**src/rtl/can_pkg.sv**
```systemverilog
// Shared types and defaults for the CAN frame-phase sequencer.
// phase_t encodings are visible on the PHASE output and must not be renumbered.
package can_pkg;

    typedef enum logic [2:0] {
        INTEGRATE = 3'd0,
        IDLE      = 3'd1,
        FRAME     = 3'd2,
        ERR_FLAG  = 3'd3,
        OVL_FLAG  = 3'd4,
        INTERM    = 3'd5
    } phase_t;

    localparam logic CAN_DOMINANT  = 1'b0;
    localparam logic CAN_RECESSIVE = 1'b1;

    localparam int IDLE_BITS_DEF    = 11;
    localparam int INTERM_BITS_DEF  = 3;
    localparam int MAX_OVLD_DEF     = 2;
    localparam int FLAG_TIMEOUT_DEF = 31;
    localparam int BIT_CNT_W        = 8;

endpackage

```
**src/rtl/can_bit_counter.sv**
```systemverilog
// Saturating bit/cycle counter shared by every sequencer phase.
// Clear has priority over enable; the count holds at its maximum instead of wrapping.
module can_bit_counter
    import can_pkg::*;
(
    input  logic                 SP,
    input  logic                 reset,
    input  logic                 clr,
    input  logic                 en,
    output logic [BIT_CNT_W-1:0] count
);

    localparam logic [BIT_CNT_W-1:0] CNT_MAX = '1;

    logic [BIT_CNT_W-1:0] count_q;
    logic [BIT_CNT_W-1:0] count_d;

    // NOTE: assign the hold value first so every path drives count_d and no latch is inferred.
    always_comb begin
        count_d = count_q;
        if (clr) begin
            count_d = '0;
        end else if (en && (count_q != CNT_MAX)) begin
            count_d = count_q + 1'b1;
        end
    end

    // NOTE: state registers use non-blocking assignments so all flops update together on the edge.
    always_ff @(posedge SP or negedge reset) begin
        if (!reset) begin
            count_q <= '0;
        end else begin
            count_q <= count_d;
        end
    end

    assign count = count_q;

endmodule

```
**src/rtl/can_frame_sequencer.sv**
```systemverilog
// Bit-level bus-phase controller for the CAN decoder, clocked once per sample point.
// Owns the only start pulses for the overload and error frame makers.
module can_frame_sequencer
    import can_pkg::*;
#(
    parameter int IDLE_BITS    = IDLE_BITS_DEF,
    parameter int INTERM_BITS  = INTERM_BITS_DEF,
    parameter int MAX_OVLD     = MAX_OVLD_DEF,
    parameter int FLAG_TIMEOUT = FLAG_TIMEOUT_DEF
) (
    input  logic       SP,
    input  logic       reset,
    input  logic       RX,
    input  logic       EOF_DONE,
    input  logic       ERROR,
    input  logic       OVLD_REQ,
    input  logic       F_ITMSS,
    output logic       F_OVRLD,
    output logic       F_ERRFR,
    output logic       DEC_EN,
    output logic       BUS_IDLE,
    output logic       SOF,
    output logic [2:0] PHASE,
    output logic [1:0] OVLD_CNT
);

    // Phase changes fire on the edge where the counter would reach its limit.
    localparam logic [BIT_CNT_W-1:0] IDLE_LAST   = BIT_CNT_W'(IDLE_BITS - 1);
    localparam logic [BIT_CNT_W-1:0] INTERM_LAST = BIT_CNT_W'(INTERM_BITS - 1);
    localparam logic [BIT_CNT_W-1:0] FLAG_LAST   = BIT_CNT_W'(FLAG_TIMEOUT - 1);
    localparam logic [1:0]           OVLD_MAX    = 2'(MAX_OVLD);

    phase_t               phase_q, phase_d;
    logic [1:0]           ovld_cnt_q, ovld_cnt_d;
    logic                 f_ovrld_q, f_ovrld_d;
    logic                 f_errfr_q, f_errfr_d;
    logic                 dec_en_q, dec_en_d;
    logic                 bus_idle_q, bus_idle_d;
    logic                 sof_q, sof_d;
    logic                 cnt_clr, cnt_en;
    logic [BIT_CNT_W-1:0] bit_cnt;

    can_bit_counter u_bit_counter (
        .SP    (SP),
        .reset (reset),
        .clr   (cnt_clr),
        .en    (cnt_en),
        .count (bit_cnt)
    );

    always_comb begin
        phase_d    = phase_q;
        ovld_cnt_d = ovld_cnt_q;
        case (phase_q)
            INTEGRATE: begin
                if (RX == CAN_RECESSIVE && bit_cnt == IDLE_LAST) phase_d = IDLE;
            end
            IDLE: begin
                if (RX == CAN_DOMINANT) phase_d = FRAME;
            end
            FRAME: begin
                if (ERROR) begin
                    phase_d = ERR_FLAG;
                end else if (EOF_DONE) begin
                    phase_d    = INTERM;
                    ovld_cnt_d = '0;
                end
            end
            INTERM: begin
                if (bit_cnt == '0 && OVLD_REQ && ovld_cnt_q < OVLD_MAX) begin
                    phase_d    = OVL_FLAG;
                    ovld_cnt_d = ovld_cnt_q + 2'd1;
                end else if (RX == CAN_DOMINANT) begin
                    phase_d = (bit_cnt < INTERM_LAST) ? OVL_FLAG : FRAME;
                end else if (bit_cnt == INTERM_LAST) begin
                    phase_d = IDLE;
                end
            end
            OVL_FLAG, ERR_FLAG: begin
                if (phase_q == OVL_FLAG && ERROR) begin
                    phase_d = ERR_FLAG;
                end else if (!F_ITMSS) begin
                    phase_d = INTERM;
                end else if (bit_cnt == FLAG_LAST) begin
                    phase_d = INTEGRATE;
                end
            end
            default: phase_d = INTEGRATE;
        endcase

        // Every phase entry restarts the counter; integration also restarts on a dominant bit.
        cnt_clr = (phase_d != phase_q) || (phase_q == IDLE) || (phase_q == FRAME) ||
                  (phase_q == INTEGRATE && RX == CAN_DOMINANT);
        cnt_en  = 1'b1;

        f_ovrld_d  = !(phase_d == OVL_FLAG && phase_q != OVL_FLAG);
        f_errfr_d  = !(phase_d == ERR_FLAG && phase_q != ERR_FLAG);
        sof_d      = (phase_d == FRAME && phase_q != FRAME);
        dec_en_d   = (phase_d == FRAME);
        bus_idle_d = (phase_d == IDLE);
    end

    always_ff @(posedge SP or negedge reset) begin
        if (!reset) begin
            phase_q    <= INTEGRATE;
            ovld_cnt_q <= '0;
            f_ovrld_q  <= 1'b1;
            f_errfr_q  <= 1'b1;
            dec_en_q   <= 1'b0;
            bus_idle_q <= 1'b0;
            sof_q      <= 1'b0;
        end else begin
            phase_q    <= phase_d;
            ovld_cnt_q <= ovld_cnt_d;
            f_ovrld_q  <= f_ovrld_d;
            f_errfr_q  <= f_errfr_d;
            dec_en_q   <= dec_en_d;
            bus_idle_q <= bus_idle_d;
            sof_q      <= sof_d;
        end
    end

    assign PHASE    = phase_q;
    assign OVLD_CNT = ovld_cnt_q;
    assign F_OVRLD  = f_ovrld_q;
    assign F_ERRFR  = f_errfr_q;
    assign DEC_EN   = dec_en_q;
    assign BUS_IDLE = bus_idle_q;
    assign SOF      = sof_q;

endmodule

```
**config.mk**
```make
export PLATFORM = sky130hd
export DESIGN_NAME = can_frame_sequencer
export DESIGN_NICKNAME = d
export VERILOG_FILES = /design/src/rtl/can_pkg.sv /design/src/rtl/can_bit_counter.sv /design/src/rtl/can_frame_sequencer.sv
export SDC_FILE = /design/constraint.sdc
export NUM_CORES = 1
export LEC_CHECK = 0
export ABC_AREA = 1
export CAP_MARGIN = 20
export CORE_ASPECT_RATIO = 0.8
export CORE_MARGIN = 2
export CORE_UTILIZATION = 30
export CTS_CLUSTER_DIAMETER = 200
export DETAILED_ROUTE_END_ITERATION = 8
export HOLD_SLACK_MARGIN = 0.03
export PLACE_DENSITY = 0.46
export SYNTH_ARGS = -nofsm -noshare
export SYNTH_HDL_FRONTEND = slang
export SYNTH_SLANG_ARGS = --single-unit
```
**constraint.sdc**
```tcl
create_clock -name SP -period 2.8 [get_ports SP]
set_input_delay 0.42 -clock SP [delete_from_list [all_inputs] [get_ports SP]]
set_output_delay 0.42 -clock SP [all_outputs]
set_load 0.02 [all_outputs]
```
; Word-level counts from Yosys, hierarchy flattened
; Index checks and enable logic that the tools add are counted.
[word_totals]
ff_bits = 18
word_cells = 70
input_bits = 7
output_inout_bits = 10
[op_classes]
mux = 18
eq_ne = 20
n_reduce_logical = 19
add_sub_neg = 2
n_bitwise = 1
n_lt_le_gt_ge = 2
[ops]
columns = op, n
row1 = $mux W3, 11
row2 = $mux W8, 2
row3 = $pmux W3 S5, 1
row4 = $eq A3 B2 Y1 const B, 4
row5 = $eq A3 B3 Y1 const B, 3
row6 = $add A8 B1 Y8 const B, 1
row7 = $eq A8 B2 Y1 const B, 1
row8 = $eq A8 B4 Y1 const B, 1
row9 = $eq A8 B5 Y1 const B, 1
row10 = $logic_and A1 B1 Y1, 8
row11 = $logic_not A8 Y1, 1
row12 = $lt A8 B2 Y1 const B, 1
row13 = $ne A8 B8 Y1 const B, 1
row14 = $eq A3 B1 Y1 const B, 2
row15 = $mux W2, 3
row16 = $ne A2 B2 Y1 const B, 3
row17 = $ne A3 B2 Y1 const B, 2
row18 = $pmux W2 S2, 1
row19 = $reduce_and A4 Y1, 1
row20 = $reduce_bool A2 Y1, 2
row21 = $logic_not A3 Y1, 1
row22 = $logic_or A1 B1 Y1, 3
row23 = $ne A3 B3 Y1, 1
row24 = $ne A3 B3 Y1 const B, 1
row25 = other kinds (5), 6

; Longest topological paths before layout
[depth]
depth_word = 10
depth_mapped = 14
depth_no_buf = 14

; By module
; Synthesis repeated with hierarchy kept, for this count alone.
[hier_totals]
hier_cells = 201
hier_area_um2 = 1361.3
[by_module_without_submodules]
columns = module, area_per_inst_um2, cells_each, seq_area_each_um2, n_inst
row1 = can_frame_sequencer, 849.6, 127, 252.7, 1
row2 = can_bit_counter, 511.7, 74, 200.2, 1

; Worst setup path before layout
; No wires, ideal clock.
[synth_timing]
kind = register to register
from = register u_bit_counter.count_q[0], in the netlist u_bit_counter.count[0]
to = register u_bit_counter.count_q[2], in the netlist u_bit_counter.count[2]
arrival_time_ns = 1.550
required_ns = 2.679
path_slack_ns = 1.129
path_buffers = 0
synth_period_minus_slack_ns = 1.671
setup_time_ns = 0.121
stages_incl_launch_ff = 14
cell_sequence = dfrtp_1 -> inv_1 -> ha_1 -> inv_1 -> nor2_1 -> nand2_1 -> nand2_1 -> nand3_1 -> a21oi_2 -> nand2_4 -> nand2_1 -> nand2_1 -> nand2_2 -> nor2_1
[synth_between]
elab_chain_cells = 10
elab_cells_between_ends = 26
cone_classes = add/sub: 1 / order compare: 1 / eq/ne: 5 / mux: 11 / reduce/logical: 8
[synth_rtl]
columns = element, line_no
row1 = start: declaration, can_bit_counter.sv:15  ; logic [BIT_CNT_W-1:0] count_q;
row2 = start signal: assignment, can_bit_counter.sv:33  ; count_q <= count_d;
row3 = $eq A8 B5 Y1 (tied with other cells), can_frame_sequencer.sv:84  ; end else if (bit_cnt == FLAG_LAST) begin
row4 = $mux W3 (tied with other cells), can_frame_sequencer.sv:84
row5 = $mux W3 (tied with other cells), can_frame_sequencer.sv:82  ; end else if (!F_ITMSS) begin
row6 = $mux W3 (on tied branches), "can_frame_sequencer.sv:80, can_frame_sequencer.sv:70"
row7 = $pmux W3 S5 (*), can_frame_sequencer.sv:54  ; case (phase_q)
row8 = net phase_d[0], can_frame_sequencer.sv:33  ; phase_t phase_q, phase_d;
row9 = $ne A3 B3 Y1 (*), can_frame_sequencer.sv:92  ; cnt_clr = (phase_d != phase_q) || (phase_q == IDLE) || (phase_q == FRAME) ||
row10 = $logic_or A1 B1 Y1 (*) (3 in a row), can_frame_sequencer.sv:92
row11 = $mux W8 or $reduce_bool A2 Y1 (tied branches), n/a
; The timed path passes the listed nets; every way through them passes the cells marked *. The select of a mux whose other input is x is not followed.
; A chain may end at the register's enable or synchronous reset.

; Final worst setup path
; Ends and elaborated chain as after synthesis.

==> impl_metrics.toml <==
[pwr]
irDropWorstVdd_v = 0.000382
p_per_area_nw_per_um2 = 861
leakage_uw = 0.000635

[timing]
finalClockSkew_ns = 0.0107
fmax_ghz = 0.505
finalCriticalPeriod_ns = 1.98
rsz0062_at_grt = "no"
fin_crit_sh = 0.707
setup_viol = 0
tns_ns = 0
slew_viol_final = 0
hold_violations = 0
worst_pin_slew_ns = 0.838
max_slew_margin = 0.440

[finish]
layout.cells.most_common_list = "nand2_1 (42), nor2_1 (28), inv_1 (21), nand3_1 (18)"
syn2layout_area_growth_pct = 21.5
final_util = 0.378
drive_gt1_frac = 0.0865
final_nets = 196
final_common_cell = "nand2_1"
diodes = 0
layout.cells.non_filler = 229

[clocking]
cts_resized = 0
cts_setup_buffers = 0
cts_tree = "built"
hold_buffers = 0
htreeDepth = 1
path_clk_slew_ns = 0.08
cts-root-buf = "clkbuf_8"
cts_sinks = 18
insertion_delay_ns = 0.26
clockBufferDepth = 2
numCtsBuffers = 3

[grt]
grt_use_met3 = 0.0489
antenna_found_initial = 0
overflow = 0
grt_max_degree = 19
grt_busiest_layer = "met1"
grt_pass1_wl_um = 4710
use_met1 = 0.211
met2_usage = 0.189
grt_use_total = 0.141
grt_pass1_vias = 1011

[hold_path]
min_path_cells = 1
min_to = "OVLD_CNT[0]$_DFFE_PN0P_"
min_from = "OVLD_CNT[0]$_DFFE_PN0P_"
hp-class = "reg -> reg"

[yosys]
syn_avg_cell_area_um2 = 6.99
ys_seq_area_frac = 0.388
synth_top_area_share = 0.343
synth_area_um2 = 1170
synth_nets = 177
async_flop_share = 1.00
synth_edf_count = 0
yosysWarnings = 0
ys.flop_type = "dfrtp_1"
syn-instance-count = 167
ys_types = 26
yosysTopAreaCell = "dfrtp_1"
synth_area_leaders = "dfrtp_1 (34%), nand2_1 (14%), nor2_1 (9.0%), nand3_1 (7.7%), inv_1 (6.8%)"
ys_ff_latch = 18

[placement]
hpwlAfterDp_um = 2060
port_buffers = 16
dp.cells = 225
gp_congestion = 0.910

[detailed_routing]
viasPerCell = 4.77
dr.pass1.iters = 4
vias = 1092
drtAntennaViolNets = 0
finalWirelength_um = 2700
drc = 0
first_iter_violations = 79
avgRoutedWirePerCell_um = 11.8

[flow_run]
drv_cap = 0

[floorplan]
die_area_um2 = 4410
ioPinCount = 17
rows = 20
initial_core_util = 0.311
core-area_um2 = 3750
die_h_um = 59.8
dieWidth_um = 73.7

[setup_path]
r2r_setup_slack_ns = 0.82
required_ns = 2.94
r2r_cells = 13
start_kind = "flip-flop"
cp_cell_sequence = "inv_1 > ha_1 > inv_1 > nor2_1 > nand2_1 > nand2_1 > nand3_1 > a21oi_2 > nand2_4 > nand2_1 > nand2_1 > nand2_2 > nor2_1"
path_buf_inv = 2
path_class = "reg -> reg"
timing.critical_path.mode_cell = "nand2_1"
max_stage_delay_ns = 0.40
worstPathMaxFanout = 8
worstReg2RegStart = "u_bit_counter.count[0]$_DFFE_PN0P_"
cp_slowest_cell = "dfrtp_1"
critPathArrivalTime_ns = 2.12
r2r_end = "u_bit_counter.count[2]$_DFFE_PN0P_"
crit_family = "simple AND/OR/NAND/NOR gates"
end_kind = "flip-flop"

[status]
run_status = "complete, no violations"
## layout make-up
cell class                      count  area, µm²
Inverter                           23       86.3
Fill cell                         395       2330
Clock buffer                        4       55.1
Tap cell                           44       55.1
Timing Repair Buffer               16        160
Sequential cell                    18        453
Multi-Input combinational cell    124        609
## state kept, by name, indices dropped and copies added, names as in the netlist
register             count
DEC_EN                   1
F_ERRFR                  1
SOF                      1
PHASE                    3
F_OVRLD                  1
BUS_IDLE                 1
OVLD_CNT                 2
u_bit_counter.count      8
## routing by layer
layer / wire length, µm / vias to the layer above
met3: 212 / 4
met1: 1340 / 481
li1: - / 564
met2: 1110 / 43
met5: 0 / -
met4: 42 / 0
## worst max path at each step
stage | startpoint | to | slack (ns) | cells after the start
2_1_floorplan | u_bit_counter.count[0]$_DFFE_PN0P_ | u_bit_counter.count[2]$_DFFE_PN0P_ | 1.13 | 13
3_3_place_gp | RX | u_bit_counter.count[4]$_DFFE_PN0P_ | 0.76 | 11
3_5_place_dp | RX | u_bit_counter.count[4]$_DFFE_PN0P_ | 0.72 | 11
4_1_cts | u_bit_counter.count[0]$_DFFE_PN0P_ | u_bit_counter.count[1]$_DFFE_PN0P_ | 0.83 | 13
5_1_grt | u_bit_counter.count[0]$_DFFE_PN0P_ | u_bit_counter.count[5]$_DFFE_PN0P_ | 0.62 | 13
6_report | u_bit_counter.count[0]$_DFFE_PN0P_ | u_bit_counter.count[2]$_DFFE_PN0P_ | 0.82 | 13
## cells in the mapped netlist (2+ instances only)
cell type  count
a21oi_1        3
dfrtp_1       16
dfstp_2        2
ha_1           3
inv_1         21
inv_2          2
nand2_1       42
nand2_2        3
nand3_1       18
nand4_1        5
nor2_1        28
nor3_1         2
o21ai_0        8
xor2_1         2
## through the flow
| step | hold slack [ns] | area [µm²] | setup slack (ns) | power (µW) |
|---|---|---|---|---|
| 2_1_floorplan | 0.124 | 1170 | 1.13 | 814 |
| 3_3_place_gp | 0.525 | 1360 | 0.763 | 1020 |
| 3_5_place_dp | 0.547 | 1360 | 0.720 | 1010 |
| 4_1_cts | 0.564 | 1420 | 0.830 | 1240 |
| 5_1_grt | 0.606 | 1420 | 0.621 | 1330 |
| 6_report | 0.556 | 1420 | 0.821 | 1220 |
## power breakdown
part,internal [µW],switching [µW],leakage (µW)
logic,235,371,0.000370
registers,327,72.4,0.000237
clock network,125,91.1,0.0000288
total,687,535,0.000635
## cells by family (layout without fill, tap and decap cells)
| family | after synthesis | count (layout) | synth area share |
|---|---|---|---|
| AND/OR/NAND/NOR | 104 | 104 | 0.403 |
| buffers and inverters | 25 | 43 | 0.0900 |
| flip-flops | 18 | 18 | 0.388 |
| AO/OA/AOI/OAI | 15 | 15 | 0.0718 |
| adder cells (fa/ha/maj) | 3 | 3 | 0.0322 |
| XOR/XNOR | 2 | 2 | 0.0150 |
No activity file was read; power rests on OpenSTA's default activity.
==> RTL edit 1 (config.mk and constraints unchanged) <==
Register the output `F_OVRLD` once more, with the module's reset; this adds one clock of latency there. The other outputs are not delayed to match.
--- a/src/rtl/can_frame_sequencer.sv
+++ b/src/rtl/can_frame_sequencer.sv
@@ -122,7 +122,13 @@
 
     assign PHASE    = phase_q;
     assign OVLD_CNT = ovld_cnt_q;
-    assign F_OVRLD  = f_ovrld_q;
+    always_ff @(posedge SP or negedge reset) begin
+        if (!reset) begin
+            F_OVRLD <= '0;
+        end else begin
+            F_OVRLD <= f_ovrld_q;
+        end
+    end
     assign F_ERRFR  = f_errfr_q;
     assign DEC_EN   = dec_en_q;
     assign BUS_IDLE = bus_idle_q;
Check against the original RTL: not equivalent (Yosys sat finds a counterexample within 4 cycles, from zero or initial values and one cycle with reset low).
==> RTL edit 1 against the original RTL <==
  * Synthesized area rose by 10%
  * Sequential share of layout area fell by 1.1 points
  * Synthesized cell count is 2.4% higher
  * Total power increased by 8.1%
  * First-iteration DRC count down 37%
  * Count of clock-buffer cells in the layout is 1 lower
  * Via count rose by 1.6%
  * Cell area rose by 9.2%
  * Sequential cell count increased by 1
  * Routed wire length increased by 4.9%
  * Die area grew 9.5%
  * Worst setup slack lost 0.038 ns
  * Combinational power is 15% higher
==> RTL edit 1: results (changes against the original RTL) <==
[grt]
grt_max_degree = 20  ; +1
met2_usage_pct = 22.3  ; +3.4 points
grt_usage_pct = 13.1  ; -0.98 points
grt_pass1_wl_um = 5090  ; +7.9%
grt_util_met3_pct = 3.18  ; -1.7 points
grt_use_met1_pct = 17.3  ; -3.8 points
antenna_found_initial = 0  ; unchanged

[synth]
yosys_warnings = 0  ; unchanged
ys_seq_area_share_pct = 37.2  ; -1.6 points
muxShareOfSynthArea_pct = 0  ; unchanged
yosys.cell_types.count = 26  ; unchanged
synth_xor_area_share_pct = 1.36  ; -0.14 points
synth_fa_ha_area_share_pct = 2.92  ; -0.30 points
avgSynthCellArea_um2 = 7.52  ; +7.6%
synth-compound-area-share_pct = 7.20  ; +0.017 points
ys_top_cells_by_area = dfrtp_1, nand2_1, inv_1, nor2_2, nand3_1
synth_nets = 181  ; +2.3%
ys_top_cells_by_count = nand2_1, inv_1, dfrtp_1

[sta]
tightest_slew_ns = 0.898  ; +0.0607 ns
clock_skew_ns = 0.00156  ; -0.00915 ns

[power_and_ir_drop]
leakagePower_uw = 0.000709  ; +12%
pwr-share-comb_pct = 52.6  ; +3.0 points
pg_seq_uw = 432  ; +8.3%
ir_drop_mv = 0.231  ; -40%
p_int_uw = 715  ; +4.1%

[placement]
place_hpwl_um = 2220  ; +7.4%
placed_cells = 242  ; +7.6%
gp_congestion = 0.780  ; -14%

[setup_path]
critPathMaxFanout = 8  ; unchanged
rrSetupSlack_ns = 0.78  ; -0.04 ns
crit_type = reg2reg
cp.arrival_ns = 2.21  ; +0.09 ns
reg2regPathDepth = 14  ; +1
crit_path_start = u_bit_counter.count[0]
rr_endpoint = u_bit_counter.count[2]

[hold_path]
holdCritStartpoint = f_ovrld_q
holdPathStages = 0  ; -1
min_to = F_OVRLD

[clock_tree]
numCtsBuffers = 3  ; unchanged
clk_pin_slew_ns = 0.07
cts_buffer_depth = 2  ; unchanged

[route]
drt-pass1-iter-count = 4  ; unchanged
avgRoutedWirePerCell_um = 11.5  ; -2.4%
wl_met1_um = 1400  ; +4.5%
drt_iter0_markers = 50  ; -37%
met3_length_um = 83  ; -61%
routed-wl-met2_um = 1330  ; +21%
via_count = 1109  ; +1.6%
wirelength_um = 2830  ; +4.9%

[finish]
drive_above_1_share_pct = 21.7  ; +13 points
nNetsFinal = 200  ; +2.0%
antennaDiodeCount = 0  ; unchanged
num-fill-cells = 459  ; +16%

[outcome]
outcome = completed

==> RTL edit 1: changes by cell type after synthesis, moves of 2 or more <==
cell,unedited run,this run
buf_4,0,2
inv_1,21,24
nand2_1,42,38
nand2_2,3,7
nand3_1,18,15
nand3_2,0,3
nor2_1,28,10
nor2_2,1,13
nor2_4,0,3
nor3_1,2,4
o21ai_2,0,2
==> RTL edit 1: area by class of cell <==
cell class | instances | area [µm²] | share of cell area, %
inverters | 27 | 101 | 6.54
clock buffers | 3 | 41.3 | 2.67
flip-flops and latches | 19 | 478 | 30.9
well taps | 57 | 71.3 | 4.60
clock inverters | 1 | 5.00 | 0.323
multi-input cells | 123 | 692 | 44.7
repair buffers | 16 | 160 | 10.3
==> RTL edit 1: critical path, stage by stage (launching register included) <==
cell and delay, ns:
dfrtp_1 0.42, inv_1 0.13, ha_1 0.22, nand2_1 0.08, nor2_2 0.10, nand3_1 0.12, nand2_1 0.08, nand2_1 0.06
nand2_2 0.07, nand3_2 0.14, nand2_1 0.09, nand2_1 0.06, nor2_2 0.14, nand2_4 0.12, nor2_2 0.10
==> RTL edit 1: through the flow <==
step / power, µW / cell area [µm²] / hold WS [ns] / utilization [%] / worst slack, ns
floorplan: 926 / 1290 / 0.124 / - / 1.11
global placement: 1140 / 1500 / 0.383 / 36.2 / 0.670
detailed placement: 1140 / 1500 / 0.385 / 36.2 / 0.641
CTS: 1340 / 1550 / 0.396 / 37.3 / 0.766
global route: 1440 / 1550 / 0.405 / 37.3 / 0.553
finish: 1320 / 1550 / 0.394 / 37.3 / 0.782
==> RTL edit 1: logic make-up after synthesis <==
family	count (synthesis)
AND/OR/NAND/NOR	102
buffers and inverters	29
flip-flops	19
AO/OA/AOI/OAI	16
adder cells (fa/ha/maj)	3
XOR/XNOR	2
==> RTL edit 2 (same flow settings) <==
Without the edit above. Change the package constant `BIT_CNT_W` from 8 to 6.
--- a/src/rtl/can_pkg.sv
+++ b/src/rtl/can_pkg.sv
@@ -18,7 +18,7 @@
     localparam int INTERM_BITS_DEF  = 3;
     localparam int MAX_OVLD_DEF     = 2;
     localparam int FLAG_TIMEOUT_DEF = 31;
-    localparam int BIT_CNT_W        = 8;
+    localparam int BIT_CNT_W        = 6;
 
 endpackage
 
Behaviour: no difference found for any inputs over 10 cycles, from zero or initial values and one cycle with reset low; that may be too few to reach the edited logic, so the function may still have changed.
==> RTL edit 2 against the original RTL <==
  * Cell area increased by 1.2%
  * Total power increased by 1.6%
  * Clock skew decreased by 0.0081 ns
  * Sequential cell count decreased by 2
  * Maximum frequency decreased by 0.83%
  * Worst hold slack improved by 0.0024 ns
  * Synthesized area is 1.1% higher
  * Worst setup slack got worse by 0.017 ns
  * Routed wire length shrank 1.0%
  * Synthesized cell count fell by 13%
==> RTL edit 2: results (changes against the original RTL) <==
[outcome]
outcome = completed

[synth]
syn_inst = 145  ; -13%
yosys.cell_types.count = 27  ; +3.8%
ys_top_cells_by_area = dfrtp_1, nand3_1, nand2_1, inv_1, nor3_2
synth_fa_ha_area_share_pct = 3.18  ; -0.034 points
ys_seq_area_share_pct = 34.1  ; -4.7 points
synth-compound-area-share_pct = 7.53  ; +0.35 points

[placement]
gp_congestion = 0.829  ; -8.9%
place_ws_ns = 0.750  ; +0.0305 ns
placed_cells = 214  ; -4.9%

[power_and_ir_drop]
leakagePower_uw = 0.000611  ; -3.8%
power.share.switching_pct = 46.8  ; +3.0 points

[grt]
grt_usage_pct = 13.5  ; -0.60 points
grt_pass1_wl_um = 4490  ; -4.8%

[route]
vias_per_cell = 4.60  ; -3.6%

[setup_path]
rr_endpoint = u_bit_counter.count[1]
critPathSlowestCell = clkdlybuf4s50_1
critPathMaxFanout = 10  ; +2
crit_path_start = PHASE[0]
cp.arrival_ns = 1.58  ; -0.54 ns

[sta]
fin_hold_ws_ns = 0.558  ; +0.00241 ns
period_share_pct = 71.3  ; +0.59 points

[finish]
num-fill-cells = 388  ; -1.8%
finalNonFillerCells = 218  ; -4.8%

[hold_path]
min_to = OVLD_CNT[1]

## RTL edit 2: area by class of cell
| class | count | area (µm²) | area share, % |
|---|---|---|---|
| Inverter | 23 | 86.3 | 6.01 |
| Clock buffer | 4 | 55.1 | 3.83 |
| Multi-Input combinational cell | 104 | 663 | 46.2 |
| Tap cell | 55 | 68.8 | 4.79 |
| Sequential cell | 16 | 403 | 28.0 |
| Timing Repair Buffer | 16 | 160 | 11.1 |
## RTL edit 2: layer usage
layer / vias to the layer above / wire length [µm] / global-route usage, % / part of all wire, %
li1: 512 / - / - / -
met5: - / 0 / 0 / 0
met3: 2 / 90 / 3.54 / 3.4
met2: 19 / 1090 / 20.2 / 41
met1: 469 / 1480 / 19.8 / 55
met4: 0 / 18 / 2.34 / 0.67
## RTL edit 2: power by group through the flow
stage	Sequential, µW	Clock, µW	Combinational [µW]
final	368	216	658
after global routing	378	226	732
after CTS	368	223	666
after detailed placement	373	0	663
after global placement	373	0	657
after floorplan	390	0	469
